===== config.mk =====
export PLATFORM = sky130hd
export DESIGN_NAME = bin2bcd_seq_flat
export DESIGN_NICKNAME = d
export VERILOG_FILES = /design/src/rtl/bin2bcd_seq_if.sv /design/src/rtl/bin2bcd_seq.sv /design/src/flat_wrapper.sv
export SDC_FILE = /design/constraint.sdc
export NUM_CORES = 1
export LEC_CHECK = 0
export ABC_AREA = 1
export BUFFER_PORTS_ARGS = -buffer_cell sky130_fd_sc_hd__buf_4
export CORE_MARGIN = 1.5
export CORE_UTILIZATION = 40
export CTS_BUF_LIST = sky130_fd_sc_hd__clkbuf_2
export DETAILED_ROUTE_END_ITERATION = 7
export GPL_ROUTABILITY_DRIVEN = 0
export PLACE_DENSITY_LB_ADDON = 0.3
export SYNTH_ARGS = -nofsm -noshare
export SYNTH_HDL_FRONTEND = slang
export SYNTH_SLANG_ARGS = --single-unit
export TNS_END_PERCENT = 30

===== constraint.sdc =====
create_clock -name clk -period 1.53 [get_ports clk]
set_input_delay 0.306 -clock clk [delete_from_list [all_inputs] [get_ports clk]]
set_output_delay 0.306 -clock clk [all_outputs]
set_load 0.05 [all_outputs]

===== src/rtl/bin2bcd_seq_if.sv =====
// Start/result handshake between board control logic and the binary-to-BCD converter.
interface bin2bcd_seq_if #(
  parameter int unsigned W      = 8,
  parameter int unsigned DIGITS = 3
);
  logic                  start;
  logic [W-1:0]          bin;
  logic                  busy;
  logic                  done;
  logic [4*DIGITS-1:0]   bcd;
  logic                  overflow;

  modport master (
    output start, bin,
    input  busy, done, bcd, overflow
  );

  modport slave (
    input  start, bin,
    output busy, done, bcd, overflow
  );
endinterface


===== src/rtl/bin2bcd_seq.sv =====
// Sequential double-dabble binary-to-BCD converter, one input bit per clock.
// Out-of-range results are flagged and every digit is forced to 4'hF so the display blanks.
module bin2bcd_seq #(
  parameter int unsigned W      = 8,
  parameter int unsigned DIGITS = 3
) (
  input logic           clk,
  input logic           rst,
  bin2bcd_seq_if.slave  bus
);

  localparam int unsigned CntW = (W > 1) ? $clog2(W) : 1;
  localparam int unsigned DW   = 4 * DIGITS;

  typedef enum logic [1:0] {StIdle, StShift, StDone} state_e;

  state_e          state_q, state_d;
  logic [W-1:0]    sh_q, sh_d;
  logic [DW-1:0]   dig_q, dig_d;
  logic            sticky_q, sticky_d;
  logic [CntW-1:0] cnt_q, cnt_d;
  logic [DW-1:0]   bcd_q, bcd_d;
  logic            ovf_q, ovf_d;
  logic            done_q, done_d;
  logic [DW-1:0]   adj;

  // Add-3 correction per digit; no carry crosses a digit boundary.
  always_comb begin
    adj = dig_q;
    for (int i = 0; i < int'(DIGITS); i++) begin
      if (dig_q[4*i +: 4] >= 4'd5) begin
        adj[4*i +: 4] = dig_q[4*i +: 4] + 4'd3;
      end
    end
  end

  always_comb begin
    state_d  = state_q;
    sh_d     = sh_q;
    dig_d    = dig_q;
    sticky_d = sticky_q;
    cnt_d    = cnt_q;
    bcd_d    = bcd_q;
    ovf_d    = ovf_q;
    done_d   = 1'b0;
    unique case (state_q)
      StIdle: begin
        if (bus.start) begin
          sh_d     = bus.bin;
          dig_d    = '0;
          sticky_d = 1'b0;
          cnt_d    = '0;
          state_d  = StShift;
        end
      end
      StShift: begin
        dig_d    = {adj[DW-2:0], sh_q[W-1]};
        sh_d     = sh_q << 1;
        sticky_d = sticky_q | adj[DW-1];
        cnt_d    = cnt_q + 1'b1;
        if (cnt_q == CntW'(W - 1)) begin
          state_d = StDone;
        end
      end
      StDone: begin
        bcd_d   = sticky_q ? '1 : dig_q;
        ovf_d   = sticky_q;
        done_d  = 1'b1;
        state_d = StIdle;
      end
      default: state_d = StIdle;
    endcase
  end

  always_ff @(posedge clk) begin
    if (rst) begin
      state_q  <= StIdle;
      sh_q     <= '0;
      dig_q    <= '0;
      sticky_q <= 1'b0;
      cnt_q    <= '0;
      bcd_q    <= '0;
      ovf_q    <= 1'b0;
      done_q   <= 1'b0;
    end else begin
      state_q  <= state_d;
      sh_q     <= sh_d;
      dig_q    <= dig_d;
      sticky_q <= sticky_d;
      cnt_q    <= cnt_d;
      bcd_q    <= bcd_d;
      ovf_q    <= ovf_d;
      done_q   <= done_d;
    end
  end

  assign bus.busy     = (state_q != StIdle);
  assign bus.done     = done_q;
  assign bus.bcd      = bcd_q;
  assign bus.overflow = ovf_q;

endmodule


===== src/flat_wrapper.sv =====
// flat-port wrapper written by rule: the top's interface ports become plain ports
module bin2bcd_seq_flat 
#(
  parameter int unsigned W      = 8,
  parameter int unsigned DIGITS = 3
)
  (clk, rst, bus_start, bus_bin, bus_busy, bus_done, bus_bcd, bus_overflow);
  bin2bcd_seq_if #(.W(W), .DIGITS(DIGITS)) bus_i ();
  input logic clk;
  input logic rst;
  input wire logic [$bits(bus_i.start)-1:0] bus_start;
  input wire logic [$bits(bus_i.bin)-1:0] bus_bin;
  output wire logic [$bits(bus_i.busy)-1:0] bus_busy;
  output wire logic [$bits(bus_i.done)-1:0] bus_done;
  output wire logic [$bits(bus_i.bcd)-1:0] bus_bcd;
  output wire logic [$bits(bus_i.overflow)-1:0] bus_overflow;
  assign bus_i.start = bus_start;
  assign bus_i.bin = bus_bin;
  assign bus_busy = bus_i.busy;
  assign bus_done = bus_i.done;
  assign bus_bcd = bus_i.bcd;
  assign bus_overflow = bus_i.overflow;
  bin2bcd_seq #(.W(W), .DIGITS(DIGITS)) u_core (.clk(clk), .rst(rst), .bus(bus_i));
endmodule

Word level (Yosys, flattened, before mapping)
Cells that the tools add are included.
Widths: inputs -> output; s select.
{"block": "word_totals", "register_bits": 40, "input_bits": 11, "output_inout_bits": 15, "elab_cells": 42}
{"block": "classes", "add_sub_neg": 4, "order_cmp": 3, "eq_ne": 5, "n_mux": 16, "bitwise_logic": 1, "n_reduce_logical": 5}
{"op": "$mux 12", "count": 2}
{"op": "$pmux 12 s2", "count": 1}
{"op": "$pmux 8 s2", "count": 1}
{"op": "$add 4x2->4 const B", "count": 3}
{"op": "$ge 4x3->1 const B", "count": 3}
{"op": "$mux 4", "count": 3}
{"op": "$mux 8", "count": 1}
{"op": "$pmux 3 s2", "count": 1}
{"op": "$mux 2", "count": 2}
{"op": "$pmux 2 s2", "count": 1}
{"op": "$reduce_and 2->1", "count": 2}
{"op": "$reduce_bool 2->1", "count": 2}
{"op": "$add 3x1->3 const B", "count": 1}
{"op": "$eq 3x3->1 const B", "count": 1}
{"op": "$mux 3", "count": 1}
{"op": "$eq 2x1->1 const B", "count": 1}
{"op": "$eq 2x2->1 const B", "count": 1}
{"op": "$logic_not 2->1", "count": 1}
{"op": "$mux 1", "count": 2}
{"op": "$ne 2x1->1 const B", "count": 1}
{"op": "$ne 2x2->1 const B", "count": 1}
{"op": "$pmux 1 s2", "count": 1}
{"op": "$or 1x1->1", "count": 1}

Logic depth before layout (Yosys ltp)
{"block": "logic_depth", "ltp_word": 4, "depth_mapped": 9, "ltp_nobuf": 9}

Least setup slack after synthesis
OpenSTA, ideal clock, no wires.
{"block": "synth_path", "path_kind": "flip-flop to flip-flop", "startpoint": "register u_core.state_q[1]", "endpoint": "register u_core.sh_q[1]", "setup_time_ns": 0.070, "arrival_time_ns": 1.169, "required_ns": 1.460, "slack_ns": 0.291, "path_stages_with_launch": 6, "path_buffers": 0, "period_less_slack_ns": 1.239, "path_cell_list": "dfxtp_1 -> inv_2 -> nand2_1 -> nor2_4 -> o22ai_1 -> a21oi_1"}
{"block": "synth_via", "elab_chain_len": 3, "elab_cells_between_ends": 6, "cone_classes": "eq/ne: 2; mux: 1; reduce/logical: 3"}
{"item": "from (decl)", "line": "bin2bcd_seq.sv:17", "text": "state_e state_q, state_d;"}
{"item": "from (signal assigned)", "line": "bin2bcd_seq.sv:77", "text": "state_q <= StIdle;"}
{"item": "from (signal assigned)", "line": "bin2bcd_seq.sv:86", "text": "state_q <= state_d;"}
{"item": "$eq 2x1->1 or $logic_not 2->1 (tied branches)", "line": "bin2bcd_seq.sv:46", "text": "unique case (state_q)"}
{"item": "$reduce_bool 2->1 (no source line) or $ne 2x2->1 (tied branches)"}
{"item": "$reduce_and 2->1 (no source line)"}
{"item": "to (signal assigned)", "line": "bin2bcd_seq.sv:78", "text": "sh_q <= '0;"}
{"item": "to (signal assigned)", "line": "bin2bcd_seq.sv:87", "text": "sh_q <= sh_d;"}
{"item": "to (decl)", "line": "bin2bcd_seq.sv:18", "text": "logic [W-1:0] sh_q, sh_d;"}
Several ways; a longest one is shown, not always the timed one.
A chain may end at the register's enable or synchronous reset.

Final worst setup path
{"block": "layout_path", "startpoint": "register u_core.state_q[0]", "endpoint": "output bus_busy"}
{"block": "layout_via", "elab_chain_len": 1}
{"item": "$reduce_bool 2->1", "line": "bin2bcd_seq.sv:97", "text": "assign bus.busy = (state_q != StIdle);"}
{"item": "to (decl)", "line": "flat_wrapper.sv:13", "text": "output wire logic [$bits(bus_i.busy)-1:0] bus_busy;"}
Every way passes these cells.

==> results.toml <==
[synthesis]
synth_mux_area_share_pct = 0
synth_top_area_cell = "dfxtp_1"
synthesis.nets = 253
synth_compound_area_share_pct = 18.8
ys_types = 26
synth-simple-area-share_pct = 22.9
yosysTopAreaCellShare_pct = 44.5
synthesis.instances = 234
synthTopCellsByArea = "dfxtp_1 (45%), nand2_1 (9.2%), a21oi_1 (8.4%)"
synthAdderAreaFrac_pct = 5.57
synth.avg_cell_area_um2 = 7.68
syn_area_mm2 = 0.00180
synth-seq-cells = 40
synth_top_family_by_area = "simple AND/OR/NAND/NOR gates"
yosysSeqAreaShare_pct = 44.5
yosys.area_share.xor_xnor_pct = 0
yosys_warnings = 0

[setup_path]
cp_slowest_stage_delay_ps = 390
rr_startpoint = "u_core.dig_q[4]"
crit_path_start = "u_core.state_q[0]"
path_class = "flop to primary output"
startpoint_type = "flop"
crit_fanout = 3
worst_ep_arrival_time_ps = 1130
worstRegToRegCells = 9
crit_slowest_cell = "dfxtp_2"
r2r_setup_slack_ps = 200
cp.required_ps = 1220
reg2reg_to = "u_core.dig_q[8]"
path_cells = "inv_1 -> nand2_1 -> buf_6"
endpoint_kind = "primary output"

[global_route]
grtUsageMet1_pct = 21.5
grt_pass1_wl_um = 6720
grt_pass1_vias = 1540
grt_max_degree = 25
grtUsageTotal_pct = 16.9
use_met3_pct = 3.46
use_met2_pct = 28.6
antenna_found_initial = 0
grt-ovfl-total = 0
top_usage_layer = "met2"

[cells_and_area]
fillCellCount = 445
layout.nets = 278
final_area_mm2 = 0.00205
synthToLayoutAreaGrowth_pct = 14.1
ff_latch_area_um2 = 805
final_layout_size_suffix_gt1_share_pct = 17.7
multi_input_area_um2 = 850
stdcell_count = 312
num_antenna_cells = 0

[sta]
clock_skew_ps = 26.5
relSlewSlack_pct = 79.3
period_share_pct = 93.7
finalSetupViolCount = 0
rsz0062_at_grt = "no"
fin_crit_ps = 1430
hold_viol_final = 0
tns_ps = 0
slew_violations = 0
tightest_slew_ps = 310
fin_hold_ws_ps = 153
fmax_mhz = 698

[placed_design]
dpl-instance-area_mm2 = 0.00200
dp_hpwl_um = 2570
dpl.cell_count = 304
port_buffers = 25

[run_status]
status = "complete, no violations"

[route]
drcViolationCount = 0
wl_per_cell_um = 12.3
first_pass_iters = 4
drt_iter0_markers = 112
via_per_inst = 5.26
finalWirelength_um = 3830
vias = 1641
ant_nets = 0

[min_path]
hold_start = "bus_bin[2]"
hold_end = "u_core.sh_q[2]"
min_path_type = "input port to flop"
hold_depth = 3

[pwr]
ir_worst_vdd_uv = 633
powerDensity_mw_per_mm2 = 837
leakagePower_nw = 0.863
total_power_mw = 1.72

[cts]
htree_num_levels = 2
cts.reportedPaths.clkPinSlew_ps = 180
cts_buffers = 5
cts_tree = "built"
cts-root-buf = "clkbuf_2"
clockBufferDepth = 2
ctsHoldBuffers = 0
clk_latency_ps = 390
clock-sinks = 40

[die]
die_h_um = 70.0
design.core.area_mm2 = 0.00435
die_area_mm2 = 0.00491
start_util_pct = 41.3
die_x_um = 70.0
io_pins = 26
rows = 24

[run]
max-cap-violations = 0
stage by stage:
| step | setup slack, ps | util [%] |
|---|---|---|
| 2_1_floorplan | 291 | - |
| 3_3_place_gp | 229 | 46.0 |
| 3_5_place_dp | 201 | 46.0 |
| 4_1_cts | 18.8 | 47.0 |
| 5_1_grt | 16.9 | 47.1 |
| 6_report | 96.9 | 47.1 |
flip-flops by register name, indices dropped and copies added (netlist names):
register,flops
u_core.sticky_q,1
u_core.bus.overflow,1
u_core.state_q,2
u_core.bus.done,1
u_core.cnt_q,3
u_core.dig_q,12
u_core.sh_q,8
u_core.bus.bcd,12
Yosys cell counts:
library cell  number
nand4_1            6
nand2_2            1
buf_2              2
o31ai_1            1
dfxtp_1           40
o211ai_1           1
nor2_1            15
nand2_1           44
clkbuf_2           1
a31oi_1            1
ha_1               8
nand2_4            1
a22oi_1            2
o22ai_1            5
nor2_2             2
inv_2              2
nor2_4             2
inv_4              2
o21ai_0           21
clkbuf_1           2
nand3_1           19
inv_1             19
nor3_1             1
o21ai_1            3
a21oi_1           30
buf_6              3
power breakdown:
group	switching (mW)	internal [mW]	total [mW]
sequential	0.0163	1.07	1.09
clock	0.334	0.114	0.448
combinational	0.119	0.0595	0.179
total	0.469	1.25	1.72
timing repair:
action                                  4_1_cts  5_1_grt
endpoints found under the setup margin        1        3
endpoints found under the hold margin         0        0
setup buffers                                 0        0
resized for setup                             1        3
metal layers:
layer / up-vias / wire, um
li1: 841 / -
met1: 762 / 1770
met2: 33 / 1870
met3: 5 / 147
met4: 0 / 42
met5: - / 0
cell usage in the layout, fill, tap and decap left out, types with 2 or more instances in the layout:
cell type	netlist	layout
o21ai_0	21	21
nor2_2	2	2
a22oi_1	2	2
dfxtp_2	0	3
a21oi_1	30	30
nor2_4	2	2
ha_1	8	8
inv_2	2	2
nand4_1	6	6
o22ai_1	5	5
buf_4	0	25
nand2_1	44	44
inv_1	19	19
o21ai_1	3	3
nor2_1	15	15
inv_4	2	2
nand3_1	19	19
clkbuf_2	1	6
dfxtp_1	40	37
cell type report:
| type | instances | area share, % |
|---|---|---|
| Sequential cell | 40 | 39.2 |
| Clock buffer | 6 | 1.46 |
| Tap cell | 52 | 3.17 |
| Inverter | 23 | 4.45 |
| Multi-Input combinational cell | 163 | 41.4 |
| Timing Repair Buffer | 26 | 9.70 |
| Clock inverter | 2 | 0.549 |
worst max-delay path by stage:
stage               depth (start not counted)  slack, ps               to
floorplan                                   5        290   u_core.sh_q[1]
global placement                            9        230  u_core.dig_q[8]
detailed placement                          9        200  u_core.dig_q[8]
CTS                                         3         20         bus_busy
global route                                8         20  u_core.dig_q[5]
finish                                      3        100         bus_busy
worst max-delay path: cells and delay by family (launching register included):
| family | cells | cell delay (ps) |
|---|---|---|
| DFF | 1 | 390 |
| buffers and inverters | 2 | 220 |
| and+or+nand+nor | 1 | 140 |
cell families (layout without fill, tap and decap cells):
family	Yosys count	count (layout)
buf+inv	31	57
compound gates	64	64
flops	40	40
simple gates	91	91
fa+ha+maj	8	8
Power figures use the tool's default switching activity.
